`src/rtl/counter_jk_pkg.sv`:
```
// Shared constants for the 3-bit JK up/down counter.
//   CNT_W              counter width
//   CNT_MAX / CNT_MIN  terminal values for up / down counting
//   MODE_UP/MODE_DOWN  encodings of the mode input
package counter_jk_pkg;

  localparam int unsigned CNT_W = 3;

  typedef logic [CNT_W-1:0] cnt_t;

  localparam cnt_t CNT_MAX = 3'd7;
  localparam cnt_t CNT_MIN = 3'd0;

  localparam logic MODE_UP   = 1'b0;
  localparam logic MODE_DOWN = 1'b1;

endpackage

```
`src/rtl/counter_jk_jk_ff.sv`:
```
// Single JK flip-flop with synchronous active-high reset to 0.
//   clk   rising-edge clock
//   reset synchronous active-high clear
//   j, k  excitation: 00 hold, 01 clear, 10 set, 11 toggle
//   q     flop output
module jk_ff (
  input  logic clk,
  input  logic reset,
  input  logic j,
  input  logic k,
  output logic q
);

  logic q_q;
  logic q_d;

  // JK next-state table
  always_comb begin
    q_d = q_q;
    unique case ({j, k})
      2'b01:   q_d = 1'b0;
      2'b10:   q_d = 1'b1;
      2'b11:   q_d = ~q_q;
      default: q_d = q_q;
    endcase
  end

  always_ff @(posedge clk) begin
    if (reset) q_q <= 1'b0;
    else       q_q <= q_d;
  end

  assign q = q_q;

endmodule

```
`src/rtl/counter_jk.sv`:
```
// 3-bit synchronous up/down counter built from three JK flip-flops.
//   reset  synchronous active-high clear to 0
//   clk    rising-edge clock
//   mode   0 = count up, 1 = count down (sampled at the edge)
//   count  current state, straight from the flop outputs
//   tc     terminal count (only with COUNTER_JK_TC_EN defined):
//          1 when count = 7 counting up or count = 0 counting down
module counter_jk
  import counter_jk_pkg::*;
(
  input  logic             reset,
  input  logic             clk,
  input  logic             mode,
  output logic [CNT_W-1:0] count
`ifdef COUNTER_JK_TC_EN
  ,
  output logic             tc
`endif
);

  logic             down;
  logic [1:0]       rel;
  logic [CNT_W-1:0] toggle;

  // Toggle excitation: in down mode the lower bits are inverted so that
  // "all lower bits 1" becomes "all lower bits 0".
  always_comb begin
    down      = (mode == MODE_DOWN);
    rel       = count[1:0] ^ {2{down}};
    toggle[0] = 1'b1;
    toggle[1] = rel[0];
    toggle[2] = rel[0] & rel[1];
  end

  // One JK flop per bit with J = K = toggle
  for (genvar i = 0; i < int'(CNT_W); i++) begin : g_bit
    jk_ff u_jk (
      .clk   (clk),
      .reset (reset),
      .j     (toggle[i]),
      .k     (toggle[i]),
      .q     (count[i])
    );
  end

`ifdef COUNTER_JK_TC_EN
  // Terminal count is combinational on the current count and mode
  always_comb begin
    tc = ((mode == MODE_UP)   && (count == CNT_MAX)) ||
         ((mode == MODE_DOWN) && (count == CNT_MIN));
  end
`endif

endmodule

```
`config.mk`:
```
export PLATFORM = sky130hd
export DESIGN_NAME = counter_jk
export DESIGN_NICKNAME = d
export VERILOG_FILES = /design/src/rtl/counter_jk_pkg.sv /design/src/rtl/counter_jk_jk_ff.sv /design/src/rtl/counter_jk.sv
export SDC_FILE = /design/constraint.sdc
export NUM_CORES = 1
export LEC_CHECK = 0
export ABC_AREA = 1
export CORE_AREA = 10 10 47 49
export CTS_CLUSTER_SIZE = 28
export DETAILED_ROUTE_END_ITERATION = 8
export DIE_AREA = 0 0 57 59
export GPL_TIMING_DRIVEN = 0
export PLACE_DENSITY = 0.39
export SLEW_MARGIN = 20
export SYNTH_ARGS = -nofsm -noshare
export SYNTH_HDL_FRONTEND = slang
export SYNTH_SLANG_ARGS = --single-unit
```
`constraint.sdc`:
```
create_clock -name clk -period 0.8 [get_ports clk]
set_input_delay 0.24 -clock clk [delete_from_list [all_inputs] [get_ports clk]]
set_output_delay 0.24 -clock clk [all_outputs]
set_load 0.005 [all_outputs]
```
==> summary.md <==
The tools report the count of synthesis-stage warnings from yosys as 0. The run gives 0 as the max capacitance violation total. The estimated wirelength of the detail-placed design was 282 um.

After clock tree synthesis, the clock-pin slew on the worst setup and hold paths is 0.04 ns. The number of antenna diodes in the final layout is 0. Routability-driven placement finished with a final weighted congestion of 0.614. The first TritonRoute pass finished after 4 iterations. Clock tree root buffer cell: sky130_fd_sc_hd__clkbuf_4. The total vias in the final route was 170; the global routing usage summed across all routing layers was 0.0285. The tools report the portion of the post-synthesis area used by sequential elements as 0.372. TritonCTS built the clock tree. The smallest setup slack after layout is -0.195 ns.

The total congestion overflow after global routing was 0. The startpoint identified for the worst hold timing path is mode. The mean area per synthesized cell was 6.73 um2; the adder and majority cell fraction of the synthesized area was 0. By area the synthesized netlist is led by sky130_fd_sc_hd__dfxtp_1 37%, sky130_fd_sc_hd__buf_4 14%, sky130_fd_sc_hd__nand3_1 12%. The worst register-to-register path ends at g_bit[2].u_jk.q. In this run the count of I/O pins placed on the die edge is 6.

The number of global-route vias before repair is 161, and the required time of the worst setup path is 0.56 ns. Synthesized-area fraction occupied by ao, oa, aoi and oai cells: 0.0853. The summed negative setup slack over all endpoints came out at -0.649 ns.

Input and output buffers added on the ports amount to 5. The flow ran to the end, but the final reports show violations. Following the worst setup path forward leads to its endpoint at count[0]. Once placement finished, the instance area stood at 231 um2. The checks that failed: setup timing.

Setup repair after global routing could not meet its margin everywhere. The later-pin clock latency in the skew report is 0.23 ns, and the worst hold path stage count is 4. Dividing the detail-routed via count by the number of cells gives 3.40. The remaining max-slew budget at the tightest pin is 0.879, and the total CTS buffers is 3. Summed over all cells, the static leakage comes to 0.146 nW. STA classifies the critical path endpoint as an output port. Reg-to-reg critical path startpoint: g_bit[0].u_jk.q.

sky130_fd_sc_hd__dfxtp_1 takes more of the synthesized area than any other cell. The area fraction of the dominant cell type after synthesis was 0.372; the data arrival time of the critical path was 0.76 ns. The XOR/XNOR share of the synthesized area was 0; the netlist area before placement was 161 um2. At the pin with the least slew margin, the transition time is 0.181 ns.

Dividing total power by cell area gives a power density of 1880 nW/um2. Timing would allow up to 1.00 GHz. In this run the register-to-register setup slack is -0.09 ns.

The run gives 2 as the detailed router's first-iteration violation count. The number of placed instances, taps included, is 45. The clock passes through at most 2 buffers. In this run the worst path has a maximum fanout of 2. The signed area change from the synthesized netlist to the final layout is 92.2%, and the final net count is 38. In this run, post-CTS hold repair placed 0 buffers. Measured in cells, the most critical reg-to-reg path has a length of 5. The post-route fraction of the period consumed by the critical path is 1.24, and the total count of max-transition violations in the final report is 0. Start-to-end type of the worst setup path: flop to output port. The count of cell types in the netlist is 8. The tightest min-delay check is of the primary input to flop type. The final critical path time including I/O delays and setup was 0.995 ns.

Leaving out fill and tap cells, the most frequent cell in the layout is sky130_fd_sc_hd__buf_6. The area of the core was 1400 um2; the routed wirelength normalized by instance count was 8.22 um. The count of final hold-check violations was 0; the fraction of synthesized area in multiplexers was 0. Entering global routing, the biggest net connects 5 pins. The floorplan has 14 rows.

The combinational family with the most area after synthesis was simple AND/OR/NAND/NOR gates. The critical path starts at g_bit[0].u_jk.q. The register with the most flip-flops in the layout has 3 of them. The number of antenna violations at the first check in global routing is 0. The die covers 3360 um2.

The top cell types in the final layout, fill and taps aside, are 5 x sky130_fd_sc_hd__buf_6, 4 x sky130_fd_sc_hd__nand2_1, 3 x sky130_fd_sc_hd__inv_1, 3 x sky130_fd_sc_hd__clkbuf_4, 3 x sky130_fd_sc_hd__dfxtp_2. The ratio of cells with drive above 1 in the final layout is 0.618. The logs give 0 for the DRC violation count after routing and 24 for the post-synthesis cell count.

The first global-routing pass estimated 648 um of wire. For the clock skew after layout, the log shows 0.00205 ns. The synthesized net count was 27; the die outline width was 57 um. Once detail routing completed, the nets flagged for antenna violations numbered 0.

The total clock sinks is 3. The die height is 59 um, and the peak ir drop on the vdd network is 0.426 mV. The H-tree depth was 1; the final setup violation count was 5. The initial core utilization came out at 0.115. The post-synthesis share of cell area spent on and, or, nand and nor gates was 0.287. The critical path startpoint category was a flop. Once layout is done, the placed cells without fillers occupy 310 um2.

Synthesis inferred 3 register bits. The number of standard cells in the final layout excluding fillers is 50. After detailed routing, the total wire length is 411 um.
## metal layers
metal,track usage,up-vias,wire length (um)
met4,0.0503,0,4
met2,0.0310,4,190
met5,0,-,0
li1,-,90,-
met3,0.0193,2,43
met1,0.0260,74,173
## cells by family after synthesis
logic type,Yosys count
AND/OR/NAND/NOR,11
flip-flops,3
buffers and inverters,8
AO/OA/AOI/OAI,2
## worst min-delay path by stage
stage | end | slack [ns]
2_1_floorplan | g_bit[1].u_jk.q | 0.30
3_3_place_gp | g_bit[0].u_jk.q | 0.47
3_5_place_dp | g_bit[0].u_jk.q | 0.48
4_1_cts | g_bit[1].u_jk.q | 0.51
5_1_grt | g_bit[1].u_jk.q | 0.58
6_report | g_bit[1].u_jk.q | 0.55
## power by group
group          total [mW]  switching [mW]  internal [mW]
logic               0.142          0.0621         0.0803
registers           0.178         0.00990          0.168
clock network       0.262          0.0757          0.187
total               0.582           0.148          0.435
## what timing repair did
action                     in CTS  in global routing
pin swaps                       1                  2
resized for setup              23                  7
cloned                          0                  0
setup endpoints to repair       5                  5
buffers inserted                2                  0
## cell type report
type,instances,area (um2)
clock buffers,4,26.3
flip-flops and latches,3,63.8
fillers,175,1090
inverters,5,21.3
repair buffers,7,67.6
multi-input cells,13,88.8
plain buffers,2,22.5
well taps,16,20.0
## worst max-delay path, cell delays in order, from the launching register on
cell and delay, ns:
sky130_fd_sc_hd__dfxtp_2 0.32, sky130_fd_sc_hd__buf_6 0.11, sky130_fd_sc_hd__buf_6 0.10
## through the flow
step           power, mW  worst slack, ns  hold WS, ns  utilization
2_1_floorplan      0.234           0.0384        0.302            -
5_1_grt            0.632           -0.232        0.575        0.221
3_3_place_gp       0.282           -0.434        0.466        0.165
3_5_place_dp       0.282           -0.433        0.478        0.165
6_report           0.582           -0.195        0.545        0.221
4_1_cts            0.586           -0.215        0.509        0.203
## cell usage after synthesis
library cell and count:
sky130_fd_sc_hd__inv_1 5, sky130_fd_sc_hd__nand2_1 5, sky130_fd_sc_hd__nand3_1 4, sky130_fd_sc_hd__buf_4 3, sky130_fd_sc_hd__dfxtp_1 3, sky130_fd_sc_hd__nor2_1 2, sky130_fd_sc_hd__a21oi_1 1, sky130_fd_sc_hd__a21oi_2 1
No activity file was read; power rests on OpenSTA's default activity.
==> patch, RTL diff (same flow settings) <==
Add a define of `COUNTER_JK_TC_EN`.
--- a/src/rtl/counter_jk.sv
+++ b/src/rtl/counter_jk.sv
@@ -5,6 +5,8 @@
 //   count  current state, straight from the flop outputs
 //   tc     terminal count (only with COUNTER_JK_TC_EN defined):
 //          1 when count = 7 counting up or count = 0 counting down
+`define COUNTER_JK_TC_EN
+
 module counter_jk
   import counter_jk_pkg::*;
 (
Formal check against the unedited RTL (old outputs only; new: tc): equivalent (Yosys induction, for registers that start in step).
==> patch against the original RTL <==
- the flow still finishes with violations (setup timing)
- sequential cell count is the same
- setup slack lost 0.17 ns
- cell area grew 18%
- non-clock buffer count grew 4
- via count grew 28%
- fmax shrank 15%
- area after synthesis grew 13%
- power grew 8.5%
- synthesized cell count grew 13%
- sequential share of layout area shrank 1.1 points
- routed wire length grew 27%
- global-route usage grew 0.82 points
- critical path depth grew 2
- largest power group unchanged
==> patch: results (changes against the original RTL) <==
{
  "run_status": "finished with violations",
  "violations_in_the_final_reports": "setup timing",
  "first_global_vias": {"value": 237, "change": "+47%"},
  "overall_global_routing_resource_usage": {"value": 3.67, "unit": "%", "change": "+0.82 points"},
  "rrSetupSlack": {"value": -0.11, "unit": "ns", "change": "-0.02 ns"},
  "drt_pre_antenna_iters": {"value": 1, "change": "-3"},
  "worst_setup_margin": {"value": -0.365, "unit": "ns", "change": "-0.170 ns"},
  "post_synth_most_frequent_cells": "6 x nand2_1, 5 x inv_1, 3 x buf_4, 3 x dfxtp_1, 3 x nand3_1",
  "worst-r2r-cell-count": {"value": 6, "change": "+1"},
  "worst_ir_drop_vdd": {"value": 676, "unit": "µV", "change": "+59%"},
  "pin_count_of_the_biggest_net_entering_global_routing": {"value": 6, "change": "+1"},
  "route.final.wire_length": {"value": 522, "unit": "µm", "change": "+27%"},
  "timing.slew.headroom": {"value": 90.5, "unit": "%", "change": "+2.5 points"},
  "final.setup_skew": {"value": 0.00266, "unit": "ns", "change": "+0.000604 ns"},
  "post_drt_wl_per_cell": {"value": 9.16, "unit": "µm", "change": "+11%"},
  "critPathArrivalTime": {"value": 0.93, "unit": "ns", "change": "+0.17 ns"},
  "cells_after_synthesis": {"value": 27, "change": "+13%"},
  "io_buffer_count": {"value": 6, "change": "+1"},
  "drt_first_iter_violations": {"value": 0, "change": "-2"},
  "antenna_found_initial": {"value": 0, "change": "unchanged"},
  "whs_path_depth": {"value": 2, "change": "-2"},
  "worst_path_largest_cell_delay": {"value": 0.36, "unit": "ns", "change": "+0.04 ns"},
  "yosys-top-cells-area": "dfxtp_1 33%, buf_4 12%, nand2_1 12%, inv_1 10%, nand3_1 8.2%",
  "grt_first_pass_wirelength": {"value": 917, "unit": "µm", "change": "+42%"},
  "critical_path.max_fanout": {"value": 5, "change": "+3"},
  "dr_wl_met2": {"value": 290, "unit": "µm", "change": "+53%"},
  "synth_top_area_share": {"value": 32.9, "unit": "%", "change": "-4.3 points"},
  "synth_sequential_area_ratio": {"value": 32.9, "unit": "%", "change": "-4.3 points"},
  "routed-via-count": {"value": 217, "change": "+28%"},
  "synth.net_count": {"value": 30, "change": "+11%"},
  "place_inst": {"value": 49, "change": "+8.9%"},
  "detail_route.wirelength.met1": {"value": 163, "unit": "µm", "change": "-5.8%"},
  "leakage_component_of_the_power": {"value": 0.000175, "unit": "µW", "change": "+20%"},
  "timing.setup.tns": {"value": -1.27, "unit": "ns", "change": "-0.623 ns"},
  "fin_nets": {"value": 45, "change": "+18%"},
  "setup_viol_count_final": {"value": 6, "change": "+1"},
  "netlist-cell-type-count": {"value": 11, "change": "+3"},
  "gp_congestion": {"value": 0.618, "change": "+0.68%"},
  "cp_slowest_cell": "dfxtp_4",
  "wl_met3": {"value": 58, "unit": "µm", "change": "+35%"}
}
==> patch: cell count changes after synthesis <==
cell / change
nand2_1: +1
nand3_1: -1
o22ai_1: +1
nand2_2: +1
nand3_2: +1
==> patch: logic make-up (layout without fill, tap and decap cells) <==
group / after synthesis / after routing / synth area share, %
compound gates: 3 / 3 / 11.0
buf+inv: 8 / 22 / 22.6
flops: 3 / 3 / 32.9
simple gates: 13 / 13 / 33.6
==> patch: cell type report <==
type                            count  area (µm²)
Buffer                              3        33.8
Clock buffer                        4        26.3
Fill cell                         166        1030
Inverter                            5        18.8
Multi-Input combinational cell     16         105
Sequential cell                     3        71.3
Tap cell                           16        20.0
Timing Repair Buffer               10        91.3
==> patch: layer usage <==
metal | global-route usage (%) | vias to the layer above
met1 | 2.48 | 98
met5 | 0 | -
met2 | 6.20 | 8
li1 | - | 109
met3 | 3.86 | 2
met4 | 2.01 | 0
==> patch: final timing paths <==
check / startpoint / to
max: g_bit[1].u_jk.q / tc
min: g_bit[1].u_jk.q / g_bit[1].u_jk.q
max reg2reg: g_bit[1].u_jk.q / g_bit[2].u_jk.q
min reg2reg: g_bit[1].u_jk.q / g_bit[1].u_jk.q
==> patch: power breakdown <==
| part | switching (µW) | internal, µW | leakage [µW] |
|---|---|---|---|
| combinational | 69.6 | 108 | 0.000133 |
| sequential | 23.6 | 165 | 0.0000267 |
| clock | 78.3 | 187 | 0.0000150 |
==> patch: worst reg2reg max path: stages, from the launching register on <==
cell     delay [ns]
dfxtp_4        0.37
inv_2          0.05
buf_4          0.13
nand3_1        0.08
nand3_1        0.07
nand2_1        0.06
nor2_1         0.04
==> patch: metrics by stage <==
step	area (µm²)	worst slack (ns)	hold slack, ns	total power [µW]
2_1_floorplan	194	-0.00637	0.295	260
3_3_place_gp	274	-0.966	0.460	322
3_5_place_dp	274	-0.980	0.459	323
4_1_cts	355	-0.378	0.531	646
5_1_grt	367	-0.428	0.544	706
6_report	367	-0.365	0.519	632
==> patch: timing repair <==
item	4_1_cts	5_1_grt
hold buffers	0	0
endpoints found under the setup margin	6	6
setup buffers	4	1
gates cloned	0	0
pin swaps	3	3
gates resized for setup	33	5
